<file path="config.mk">
export PLATFORM = sky130hd
export DESIGN_NAME = bg_trim_filter
export DESIGN_NICKNAME = d
export VERILOG_FILES = /design/src/rtl/bg_trim_filter.sv
export SDC_FILE = /design/constraint.sdc
export NUM_CORES = 1
export LEC_CHECK = 0
export CAP_MARGIN = 20
export CELL_PAD_IN_SITES_DETAIL_PLACEMENT = 0
export CELL_PAD_IN_SITES_GLOBAL_PLACEMENT = 1
export CORE_MARGIN = 4
export CORE_UTILIZATION = 40
export CTS_BUF_LIST = sky130_fd_sc_hd__clkbuf_8
export DETAILED_ROUTE_END_ITERATION = 8
export PLACE_DENSITY = 0.77
export REMOVE_ABC_BUFFERS = 1
export SLEW_MARGIN = 5
export SYNTH_ARGS = -nofsm -noshare
export SYNTH_HDL_FRONTEND = slang
export SYNTH_SLANG_ARGS = --single-unit
</file>
<file path="constraint.sdc">
create_clock -name clk -period 4.9 [get_ports clk]
set_input_delay 0.49 -clock clk [delete_from_list [all_inputs] [get_ports clk]]
set_output_delay 0.49 -clock clk [all_outputs]
set_load 0.1 [all_outputs]
</file>
<file path="src/rtl/bg_trim_filter.sv">
// Bandgap trim-code filter: captures one SAR trim code per valid_in rising edge, averages
// 2^LOG2_AVG codes per window, tracks settling between windows and flags a stalled trim loop.
module bg_trim_filter #(
  parameter int unsigned LOG2_AVG = 2,
  parameter int unsigned LOCK_TOL = 1,
  parameter int unsigned LOCK_CNT = 3,
  parameter int unsigned TIMEOUT  = 1023,
  parameter int unsigned CNT_W    = 10
) (
  input  logic        clk,
  input  logic        reset_n,
  input  logic        pwrup,
  input  logic        valid_in,
  input  logic [7:0]  idac_coarse,
  input  logic [7:0]  idac_fine,
  output logic [11:0] trim_code,
  output logic        trim_strobe,
  output logic        locked,
  output logic        stall,
  output logic [2:0]  win_count
);

  localparam int unsigned AccW = 12 + LOG2_AVG;
  localparam int unsigned NW   = LOG2_AVG + 1;

  localparam logic [NW-1:0]    WinLen     = NW'(1 << LOG2_AVG);
  localparam logic [AccW-1:0]  RoundHalf  = AccW'(1 << (LOG2_AVG - 1));
  localparam logic [2:0]       LockCntVal = 3'(LOCK_CNT);
  localparam logic [11:0]      LockTolVal = 12'(LOCK_TOL);
  localparam logic [CNT_W-1:0] TimeoutVal = CNT_W'(TIMEOUT);

  typedef enum logic [1:0] {StIdle, StAcc, StUpdate} state_e;

  state_e           r_state, w_state_d;
  logic             r_valid_d;
  logic [AccW-1:0]  r_acc, w_acc_d;
  logic [NW-1:0]    r_n, w_n_d;
  logic [CNT_W-1:0] r_wdog, w_wdog_d;
  logic             r_stall, w_stall_d;
  logic             r_locked, w_locked_d;
  logic [2:0]       r_run, w_run_d;
  logic [11:0]      r_prev, w_prev_d;
  logic             r_have_prev, w_have_prev_d;
  logic [11:0]      r_code, w_code_d;
  logic             r_strobe, w_strobe_d;
  logic [2:0]       r_win, w_win_d;

  logic [11:0]      w_code_in;
  logic             w_capture;
  logic [AccW-1:0]  w_acc_rnd;
  logic [11:0]      w_avg;
  logic [11:0]      w_diff;

  assign w_code_in = {idac_coarse, idac_fine[7:4]};
  // Only a rising edge of the valid level, seen while accumulating, takes a sample.
  assign w_capture = valid_in & ~r_valid_d & (r_state == StAcc);
  assign w_acc_rnd = r_acc + RoundHalf;
  assign w_avg     = w_acc_rnd[AccW-1:LOG2_AVG];
  assign w_diff    = (w_avg >= r_prev) ? (w_avg - r_prev) : (r_prev - w_avg);

  // Next-state and datapath update; pwrup low overrides every FSM action.
  always_comb begin
    w_state_d     = r_state;
    w_acc_d       = r_acc;
    w_n_d         = r_n;
    w_wdog_d      = r_wdog;
    w_stall_d     = r_stall;
    w_locked_d    = r_locked;
    w_run_d       = r_run;
    w_prev_d      = r_prev;
    w_have_prev_d = r_have_prev;
    w_code_d      = r_code;
    w_strobe_d    = 1'b0;
    w_win_d       = r_win;

    if (!pwrup) begin
      w_state_d     = StIdle;
      w_acc_d       = '0;
      w_n_d         = '0;
      w_wdog_d      = '0;
      w_stall_d     = 1'b0;
      w_locked_d    = 1'b0;
      w_run_d       = '0;
      w_prev_d      = '0;
      w_have_prev_d = 1'b0;
      w_code_d      = '0;
      w_win_d       = '0;
    end else begin
      unique case (r_state)
        StIdle: w_state_d = StAcc;
        StAcc: begin
          if (w_capture) begin
            w_acc_d   = r_acc + AccW'(w_code_in);
            w_n_d     = r_n + 1'b1;
            w_wdog_d  = '0;
            w_stall_d = 1'b0;
            if (w_n_d == WinLen) w_state_d = StUpdate;
          end else begin
            if (r_wdog < TimeoutVal) w_wdog_d = r_wdog + 1'b1;
            if (w_wdog_d == TimeoutVal) begin
              w_stall_d  = 1'b1;
              w_locked_d = 1'b0;
              w_run_d    = '0;
            end
          end
        end
        StUpdate: begin
          w_code_d   = w_avg;
          w_strobe_d = 1'b1;
          if (r_win != 3'd7) w_win_d = r_win + 1'b1;
          // The first window after power-up has nothing to compare against.
          if (!r_have_prev) begin
            w_run_d = '0;
          end else if (w_diff <= LockTolVal) begin
            if (r_run != LockCntVal) w_run_d = r_run + 1'b1;
          end else begin
            w_run_d = '0;
          end
          w_locked_d    = (w_run_d == LockCntVal);
          w_prev_d      = w_avg;
          w_have_prev_d = 1'b1;
          w_acc_d       = '0;
          w_n_d         = '0;
          w_state_d     = StAcc;
        end
        default: w_state_d = StIdle;
      endcase
    end
  end

  // State register; valid_d tracks valid_in unconditionally so edges outside StAcc are lost.
  always_ff @(posedge clk or negedge reset_n) begin
    if (!reset_n) begin
      r_state     <= StIdle;
      r_valid_d   <= 1'b0;
      r_acc       <= '0;
      r_n         <= '0;
      r_wdog      <= '0;
      r_stall     <= 1'b0;
      r_locked    <= 1'b0;
      r_run       <= '0;
      r_prev      <= '0;
      r_have_prev <= 1'b0;
      r_code      <= '0;
      r_strobe    <= 1'b0;
      r_win       <= '0;
    end else begin
      r_state     <= w_state_d;
      r_valid_d   <= valid_in;
      r_acc       <= w_acc_d;
      r_n         <= w_n_d;
      r_wdog      <= w_wdog_d;
      r_stall     <= w_stall_d;
      r_locked    <= w_locked_d;
      r_run       <= w_run_d;
      r_prev      <= w_prev_d;
      r_have_prev <= w_have_prev_d;
      r_code      <= w_code_d;
      r_strobe    <= w_strobe_d;
      r_win       <= w_win_d;
    end
  end

  assign trim_code   = r_code;
  assign trim_strobe = r_strobe;
  assign locked      = r_locked;
  assign stall       = r_stall;
  assign win_count   = r_win;

endmodule

</file>
==> results_dict.tcl, run 1 <==
set metrics [dict create \
    avgSynthCellArea_um2 8.231 \
    worstSetupPathType "reg2reg" \
    gp_congestion 0.8393 \
    syn_inst 529 \
    critPathTopFamily "simple AND/OR/NAND/NOR gates" \
    start_util 0.4162 \
    drc_errors 0 \
    r2r_start "r_acc[4]" \
    clk-insertion-delay-late_ps 310 \
    die_x_um 112.3 \
    slew_violations 0 \
    portBuffers 33 \
    final_hold_viol_count 0 \
    nNetsFinal 624 \
    grt_pass1_wl_um 18230 \
    vias 3802 \
    cp.required_ps 5150 \
    n_antenna_cell 0 \
    mostFrequentLayoutCell "nand2_1" \
    fillers 1066 \
    area_delta_synth_final_pct 12.64 \
    fin_util 0.4688 \
    ys_ff_latch 52 \
    critPathMaxFanout 8 \
    post-route-period-util 0.8066 \
    drive_gt1_frac 0.04643 \
    met3_usage 0.01941 \
    whs_ps 272.9 \
    ant_nets 0 \
    setup_violations 0 \
    vdd_drop_max_mv 0.1354 \
    p_int_uw 669.7 \
    met1_usage 0.2443 \
    synth_area_um2 4354 \
    numCtsBuffers 5 \
    hold_buffers 0 \
    p_comb_frac 0.283 \
    grtUsageMet2 0.2841 \
    min_path_type "in2async" \
    status "complete, no violations" \
    grt_start_max_net_pins 53 \
    dp_hpwl_um 8076 \
    cts_max_path_buffers 2 \
    pwr-share-seq 0.463 \
    grt_antenna_before_repair 0 \
    first_pass_iters 4 \
    arrival_ps 4200 \
    worstPathCellList "and3_1 > and3_1 > and3_1 > xnor2_1 > inv_1 > ha_1 > a21oi_2 > o211ai_1 > o211a_1 > o211a_4 > or4_1 > o221ai_2 > xnor2_1 > nand4_1 > o21ai_1" \
    timing.rr.end "r_run[1]" \
    power.leakage_nw 2.378 \
    cts_resized 0 \
    clock_sinks 52 \
    die_area_um2 12620 \
    slew_headroom 0.3416 \
    tns_ps 0 \
    async_flop_share 1.000 \
    finClkSkew_ps 17.12 \
    overflow 0 \
    timing.fmax_ghz 0.2530 \
    cpMostUsedCell "and3_1" \
    ctsRootBufferMaster "clkbuf_8" \
    grt_pass1_vias 3723 \
    clock_power_share 0.253 \
    switching_share 0.3339 \
    cts_tree "built" \
    layout_common_cells "nand2_1, dfrtp_1, ha_1" \
    synth-simple-area-share 0.2259 \
    drv_cap 0 \
    fp-row-count 37 \
    reg2reg_depth 15 \
    path_buf_inv 1 \
    period_needed_ps 3952 \
    synth_top_family_by_area "compound AO/OA/AOI/OAI gates" \
    yosysWarnings 0 \
    rsz0062_at_grt "false" \
    wl_um 10400 \
    track_usage 0.1717 \
    grt.busiest_layer "met2" \
    synth_edf_count 0 \
    routed_via_density 5.463 \
    yosysSeqAreaShare 0.2989 \
    slowest_stage "or4_1" \
    htree_levels 2 \
    cts_setup_buffers 0 \
    p_switching_uw 335.7 \
    path_clk_slew_ps 110 \
    start_kind "flop" \
    synth-xor-area-share 0.06034 \
    pwr_density_cell_nw_per_um2 205.0 \
    yosysUniqueCellTypes 60 \
    synth_compound_area_frac 0.2287 \
    rrSetupSlack_ps 950 \
    drt_iter0_markers 299 \
    critical_path.max_stage_delay_ps 490 \
    synth_flop_cell "dfrtp_1" \
    num_io_pins 38 \
    die_h_um 112.3 \
    cp-end-kind "flop" \
    tightest_slew_ps 984.5 \
    synth_mux_area_frac 0.002299 \
    synth_fa_ha_area_frac 0.1345 \
    coreArea_um2 10460 \
    wl_per_cell_um 14.95 \
]
[per-stage QoR]
stage	setup WS (ps)	area, um^2	total power [mW]	cells
floorplan	1418	4282	0.6766	514
global placement	965.3	4815	0.7528	688
global route	482.4	4905	1.069	696
detailed placement	933.4	4815	0.7571	688
finish	947.9	4905	1.005	696
CTS	902.8	4905	1.016	696
[flip-flops by register name (all words and copies together), names as in the netlist, 2 cells and up]
register,count
r_state,2
r_acc,14
trim_code,12
win_count,3
r_n,3
r_run,3
r_wdog,10
[area by class of cell]
class                      count  area [um^2]  area share
inverter                      38        142.6     0.02908
timing repair buffer          38        362.8     0.07398
clock inverter                 3        21.27    0.004337
tap                          136        170.2     0.03469
sequential                    52         1301      0.2653
multi-input combinational    424         2838      0.5786
clock buffer                   5        68.82     0.01403
[per-layer routing]
| layer | part of all wire | up-vias | routed length (um) |
|---|---|---|---|
| met2 | 0.46 | 44 | 4779 |
| met5 | 0 | - | 0 |
| met3 | 0.022 | 5 | 225 |
| li1 | - | 1934 | - |
| met1 | 0.51 | 1819 | 5318 |
| met4 | 0.0076 | 0 | 79 |
[cells in the mapped netlist, drive strengths merged (3+ instances only)]
library cell | n | area (um^2)
nor2b | 8 | 50.05
o21a | 6 | 45.04
nor2 | 40 | 150.1
nand4 | 8 | 50.05
ha | 42 | 525.5
o211a | 3 | 37.54
buf | 6 | 38.79
inv | 38 | 142.6
and2 | 8 | 50.05
xor2 | 16 | 140.1
nand3 | 16 | 80.08
a21boi | 4 | 30.03
or2 | 3 | 18.77
a211oi | 5 | 37.54
o31ai | 6 | 45.04
o22ai | 3 | 18.77
a21o | 11 | 82.58
and3 | 20 | 125.1
nor3 | 8 | 40.04
fa | 3 | 60.06
a31oi | 12 | 75.07
o21ai | 39 | 198.9
xnor2 | 14 | 122.6
o211ai | 3 | 22.52
a22o | 5 | 43.79
clkbuf | 9 | 33.78
nor4 | 3 | 18.77
nand2 | 70 | 262.8
nand2b | 11 | 68.82
dfrtp | 52 | 1301
a21oi | 28 | 147.6
nor3b | 4 | 30.03
[power by group through the flow]
stage          combinational [mW]  sequential [mW]  clock [mW]
2_1_floorplan               0.208            0.468           0
3_3_place_gp                0.280            0.473           0
3_5_place_dp                0.283            0.474           0
4_1_cts                     0.284            0.465       0.266
5_1_grt                     0.319            0.469       0.280
6_report                    0.285            0.466       0.255
[worst max path at each step]
stage | slack, ps | cells after the start | startpoint | end
2_1_floorplan | 1420 | 16 | r_acc[4] | r_run[0]
3_3_place_gp | 970 | 17 | r_acc[3] | locked
3_5_place_dp | 930 | 17 | r_acc[3] | r_run[1]
4_1_cts | 900 | 17 | r_acc[3] | r_run[1]
5_1_grt | 480 | 17 | r_acc[3] | locked
6_report | 950 | 15 | r_acc[4] | r_run[1]
[logic make-up (layout without fill, tap and decap cells)]
group                    count (synthesis)  in the layout
AND/OR/NAND/NOR                        204            204
AO/OA/AOI/OAI                          144            144
multiplexers                             1              1
buffers and inverters                   53             84
adder cells (fa/ha/maj)                 45             45
flip-flops                              52             52
XOR/XNOR                                30             30
Note: power is estimated with default switching activity, not from simulation.
==> run 2, diff against run 1 <==
clock period = 3.9 ns   (was 4.9 ns; I/O delays follow)
==> results_dict.tcl, run 2 (same netlist as run 1, synthesis figures left out) <==
set metrics [dict create \
    timing.final.ws_setup_ps 314.1 \
    tightest_slew_ps 976.4 \
    routed_via_density 5.424 \
    period_needed_ps 3586 \
    drv_cap 0 \
    num_io_pins 38 \
    timing.fmax_ghz 0.2789 \
    cp-end-kind "flop" \
    start_kind "flop" \
    final_hold_viol_count 0 \
    dp_hpwl_um 8285 \
    area_delta_synth_final_pct 16.32 \
    worstSetupPathType "reg2reg" \
    arrival_ps 3820 \
    drc_errors 0 \
    largest-register "r_acc" \
    start_util 0.4162 \
    portBuffers 33 \
    n_antenna_cell 0 \
    critPathTopFamily "simple AND/OR/NAND/NOR gates" \
    clock_sinks 52 \
    grt_start_max_net_pins 34 \
    path_buf_inv 1 \
    cts_max_path_buffers 2 \
    grt_pass1_vias 3787 \
    grt_pass1_wl_um 18150 \
    rsz0062_at_grt "true" \
    hold_buffers 0 \
    gp_congestion 0.9132 \
    pre_cts_ws_ps 193.9 \
    cpMostUsedCell "and3_1" \
    slew_violations 0 \
    post-route-period-util 0.9195 \
    vias 3851 \
    drive_gt1_frac 0.08537 \
    first_pass_iters 4 \
    min_path_type "in2async" \
    critical_path.max_stage_delay_ps 500 \
    slew_headroom 0.3470 \
    numCtsBuffers 5 \
    setup_violations 0 \
    wl_um 10430 \
    overflow 0 \
    coreArea_um2 10460 \
    critPathMaxFanout 8 \
    wl_per_cell_um 14.68 \
    die_x_um 112.3 \
    clk-insertion-delay-late_ps 300 \
    die_h_um 112.3 \
    die_area_um2 12620 \
    worstPathCellList "and3_1 > and3_1 > and3_2 > nand3_1 > xor2_2 > inv_1 > ha_1 > and4_4 > a31oi_2 > a21oi_2 > o211a_4 > or4_1 > o221ai_2 > xnor2_1 > nand4_1 > o21ai_1" \
    grt_antenna_before_repair 0 \
    fp-row-count 37 \
    htree_levels 2 \
    ant_nets 0 \
    status "complete, no violations" \
    layout_common_cells "nand2_1, dfrtp_1, ha_1" \
    track_usage 0.1721 \
    finClkSkew_ps 9.813 \
    pwr_density_cell_nw_per_um2 252.3 \
    mostFrequentLayoutCell "nand2_1" \
    largest_reg_flops 14 \
    tns_ps 0 \
    cts_tree "built" \
    slowest_stage "or4_1" \
    nNetsFinal 639 \
    path_clk_slew_ps 90 \
    power.leakage_nw 2.454 \
    ctsRootBufferMaster "clkbuf_8" \
    drt_iter0_markers 264 \
    vdd_drop_max_mv 0.1823 \
    cp.required_ps 4130 \
]
run 2: changes by cell type in the layout (fill, tap and decap cells not counted), sizes merged:
cell      before  now
buf            6   21
clkinvlp       1    0
clkbuf         5    6
inv           39   38
run 2: final timing paths:
path,slack [ps],from,cells after the start,to
worst max register to register,310,r_acc[4],16,locked
worst min register to register,510,locked,2,locked
worst max-delay path,310,r_acc[4],16,locked
min in group clk,510,locked,2,locked
worst min-delay path,20,reset_n,1,r_run[1]
max in group asynchronous,3060,reset_n,2,r_acc[2]
run 2: where the power goes:
| part | switching (mW) | internal (mW) |
|---|---|---|
| clock network | 0.173 | 0.142 |
| logic | 0.210 | 0.171 |
| registers | 0.0252 | 0.557 |
| total | 0.408 | 0.870 |
run 2: cell type report:
class | count | area [um^2]
fillers | 1060 | 5398
well taps | 136 | 170.2
clock inverters | 1 | 8.758
flip-flops and latches | 52 | 1303
clock buffers | 6 | 82.58
multi-input cells | 424 | 2883
repair buffers | 53 | 475.5
inverters | 38 | 142.6
run 2: per-layer routing:
layer,vias to the layer above,global-route usage,share of wire
li1,1975,-,-
met1,1805,0.2424,0.49
met3,11,0.02264,0.030
met5,-,0,0
met2,60,0.2813,0.47
met4,0,0.04087,0.015
run 2: repair_timing:
item,in CTS,in global routing
resized for setup,0,9
setup endpoints to repair,0,4
setup buffers,0,3
run 2: worst reg2reg max path, stage by stage, from the launching register on:
cell and delay, ps:
dfrtp_1 380, and3_1 200, and3_1 190, and3_2 240, nand3_1 130, xor2_2 170, inv_1 60, ha_1 280
and4_4 200, a31oi_2 190, a21oi_2 70, o211a_4 290, or4_1 500, o221ai_2 80, xnor2_1 160, nand4_1 190
o21ai_1 170
run 2: stage by stage:
stage / cell area, um^2 / power [mW] / instances / utilization / hold slack, ps
floorplan: 4282 / 0.8501 / 514 / - / 94.41
detailed placement: 4905 / 0.9611 / 700 / 0.4688 / 375.1
CTS: 4996 / 1.279 / 707 / 0.4775 / 33.79
global route: 5065 / 1.372 / 710 / 0.4841 / 55.44
global placement: 4905 / 0.9574 / 700 / 0.4688 / 363.5
finish: 5065 / 1.278 / 710 / 0.4841 / 22.34
==> run 3, diff against run 2 <==
--- a/config.mk
+++ b/config.mk
@@ -14,3 +14,3 @@
 export DETAILED_ROUTE_END_ITERATION = 8
-export PLACE_DENSITY = 0.77
+export PLACE_DENSITY_LB_ADDON = 0.1
 export REMOVE_ABC_BUFFERS = 1
@@ -20 +20,2 @@
 export SYNTH_SLANG_ARGS = --single-unit
+export TNS_END_PERCENT = 1
==> constraint.sdc (replaced) <==
create_clock -name clk -period 3.9 [get_ports clk]
set_input_delay 0.78 -clock clk [delete_from_list [all_inputs] [get_ports clk]]
set_output_delay 0.78 -clock clk [all_outputs]
set_load 0.1 [all_outputs]
==> results_dict.tcl, run 3 (same netlist as run 1, synthesis figures left out) <==
set metrics [dict create \
    status "complete, no violations" \
    min_path_type "in2async" \
    cp-end-kind "flop" \
    timing.fmax_ghz 0.2757 \
    grt_start_max_net_pins 29 \
    num_io_pins 38 \
    p_int_uw 875.1 \
    routed_via_density 5.361 \
    cp.required_ps 4140 \
    mostFrequentLayoutCell "nand2_1" \
    final_hold_viol_count 0 \
    cts_setup_buffers 0 \
    drt_iter0_markers 264 \
    pwr_density_cell_nw_per_um2 255.3 \
    start_util 0.4162 \
    n_antenna_cell 0 \
    numCtsBuffers 5 \
    area_delta_synth_final_pct 16.81 \
    nNetsFinal 640 \
    wl_per_cell_um 14.97 \
    dp_hpwl_um 8556 \
    tightest_slew_ps 975.6 \
    p_switching_uw 423.6 \
    finClkSkew_ps 9.036 \
    largest-register "r_acc" \
    gp_congestion 0.8067 \
    die_h_um 112.3 \
    tns_ps 0 \
    ant_nets 0 \
    fin_util 0.4861 \
    power.leakage_nw 2.468 \
    setup_violations 0 \
    layout_common_cells "nand2_1, dfrtp_1, ha_1" \
    cts_max_path_buffers 2 \
    whs_ps 458.3 \
    vdd_drop_max_mv 0.1498 \
    final_cell_area_um2 5086 \
    placed_cell_area_um2 4935 \
    ctsRootBufferMaster "clkbuf_8" \
    switching_share 0.3261 \
    cts_tree "built" \
    critPathMaxFanout 8 \
    worstSetupPathType "reg2reg" \
    post-route-period-util 0.9299 \
    drive_gt1_frac 0.09028 \
    power_mw 1.299 \
    portBuffers 33 \
    pwr-share-seq 0.449 \
    fp-row-count 37 \
    slew_headroom 0.3475 \
    period_needed_ps 3627 \
    start_kind "flop" \
    p_comb_frac 0.295 \
    coreArea_um2 10460 \
    die_area_um2 12620 \
    slew_violations 0 \
    largest_reg_flops 14 \
    clock_sinks 52 \
    arrival_ps 3870 \
    track_usage 0.1762 \
    wl_um 10660 \
    drv_cap 0 \
    clock_power_share 0.256 \
    die_x_um 112.3 \
    grt_pass1_wl_um 18600 \
    drc_errors 0 \
    clk-insertion-delay-late_ps 310 \
    rsz0062_at_grt "false" \
    grt_pass1_vias 3795 \
    grt_antenna_before_repair 0 \
    first_pass_iters 4 \
    path_clk_slew_ps 100 \
    fillers 1062 \
    overflow 0 \
    htree_levels 2 \
    vias 3817 \
]
==> run 3: critical path, cell delays in order, from the launching register on <==
cell and delay [ps]:
dfrtp_1 390, and3_1 200, and3_1 210, and3_4 200, nand3_1 90, xor2_1 200, inv_1 70, ha_1 290
and4_4 200, a31oi_2 190, a21oi_2 80, o211a_4 310, or4_1 490, o221ai_2 100, xnor2_2 150, nand4_1 200
o21ai_1 180
==> run 3: power groups by stage <==
stage	logic [mW]	clock network, mW	registers [mW]
2_1_floorplan	0.262	0	0.588
3_3_place_gp	0.371	0	0.593
3_5_place_dp	0.373	0	0.593
4_1_cts	0.375	0.349	0.582
5_1_grt	0.434	0.374	0.589
6_report	0.383	0.332	0.583
==> run 3: what timing repair did <==
action | CTS | global route
endpoints found under the setup margin | 0 | 4
endpoints found under the hold margin | 0 | 0
resized for setup | 0 | 11
hold buffers | 0 | 0
==> run 3: area by class of cell <==
class | count | area [um^2] | area share
well taps | 136 | 170.2 | 0.03346
repair buffers | 54 | 483.0 | 0.09496
flip-flops and latches | 52 | 1303 | 0.2561
clock buffers | 6 | 82.58 | 0.01624
multi-input cells | 424 | 2892 | 0.5685
clock inverters | 2 | 13.76 | 0.002706
inverters | 38 | 142.6 | 0.02804
==> run 3: path summary, 6_finish.rpt <==
kind | from | endpoint | slack, ps | cells past startpoint
setup / recovery | r_acc[4] | r_run[0] | 270 | 16
hold / removal | reset_n | r_acc[4] | 460 | 1
setup reg to reg | r_acc[4] | r_run[0] | 270 | 16
hold reg to reg | locked | locked | 500 | 2
max in group asynchronous | reset_n | r_acc[2] | 2640 | 2
min in group clk | locked | locked | 500 | 2
==> run 3: routing by layer <==
| metal | routed length [um] | GRT usage |
|---|---|---|
| met5 | 0 | 0 |
| met4 | 89 | 0.03766 |
| met3 | 283 | 0.02264 |
| met2 | 4948 | 0.2916 |
| met1 | 5336 | 0.2470 |
==> run 3: per-stage QoR <==
stage,instances,setup slack (ps)
after global routing,712,14.43
after floorplan,514,418.3
after CTS,712,157.9
after global placement,704,250.0
final,712,273.3
after detailed placement,704,192.7
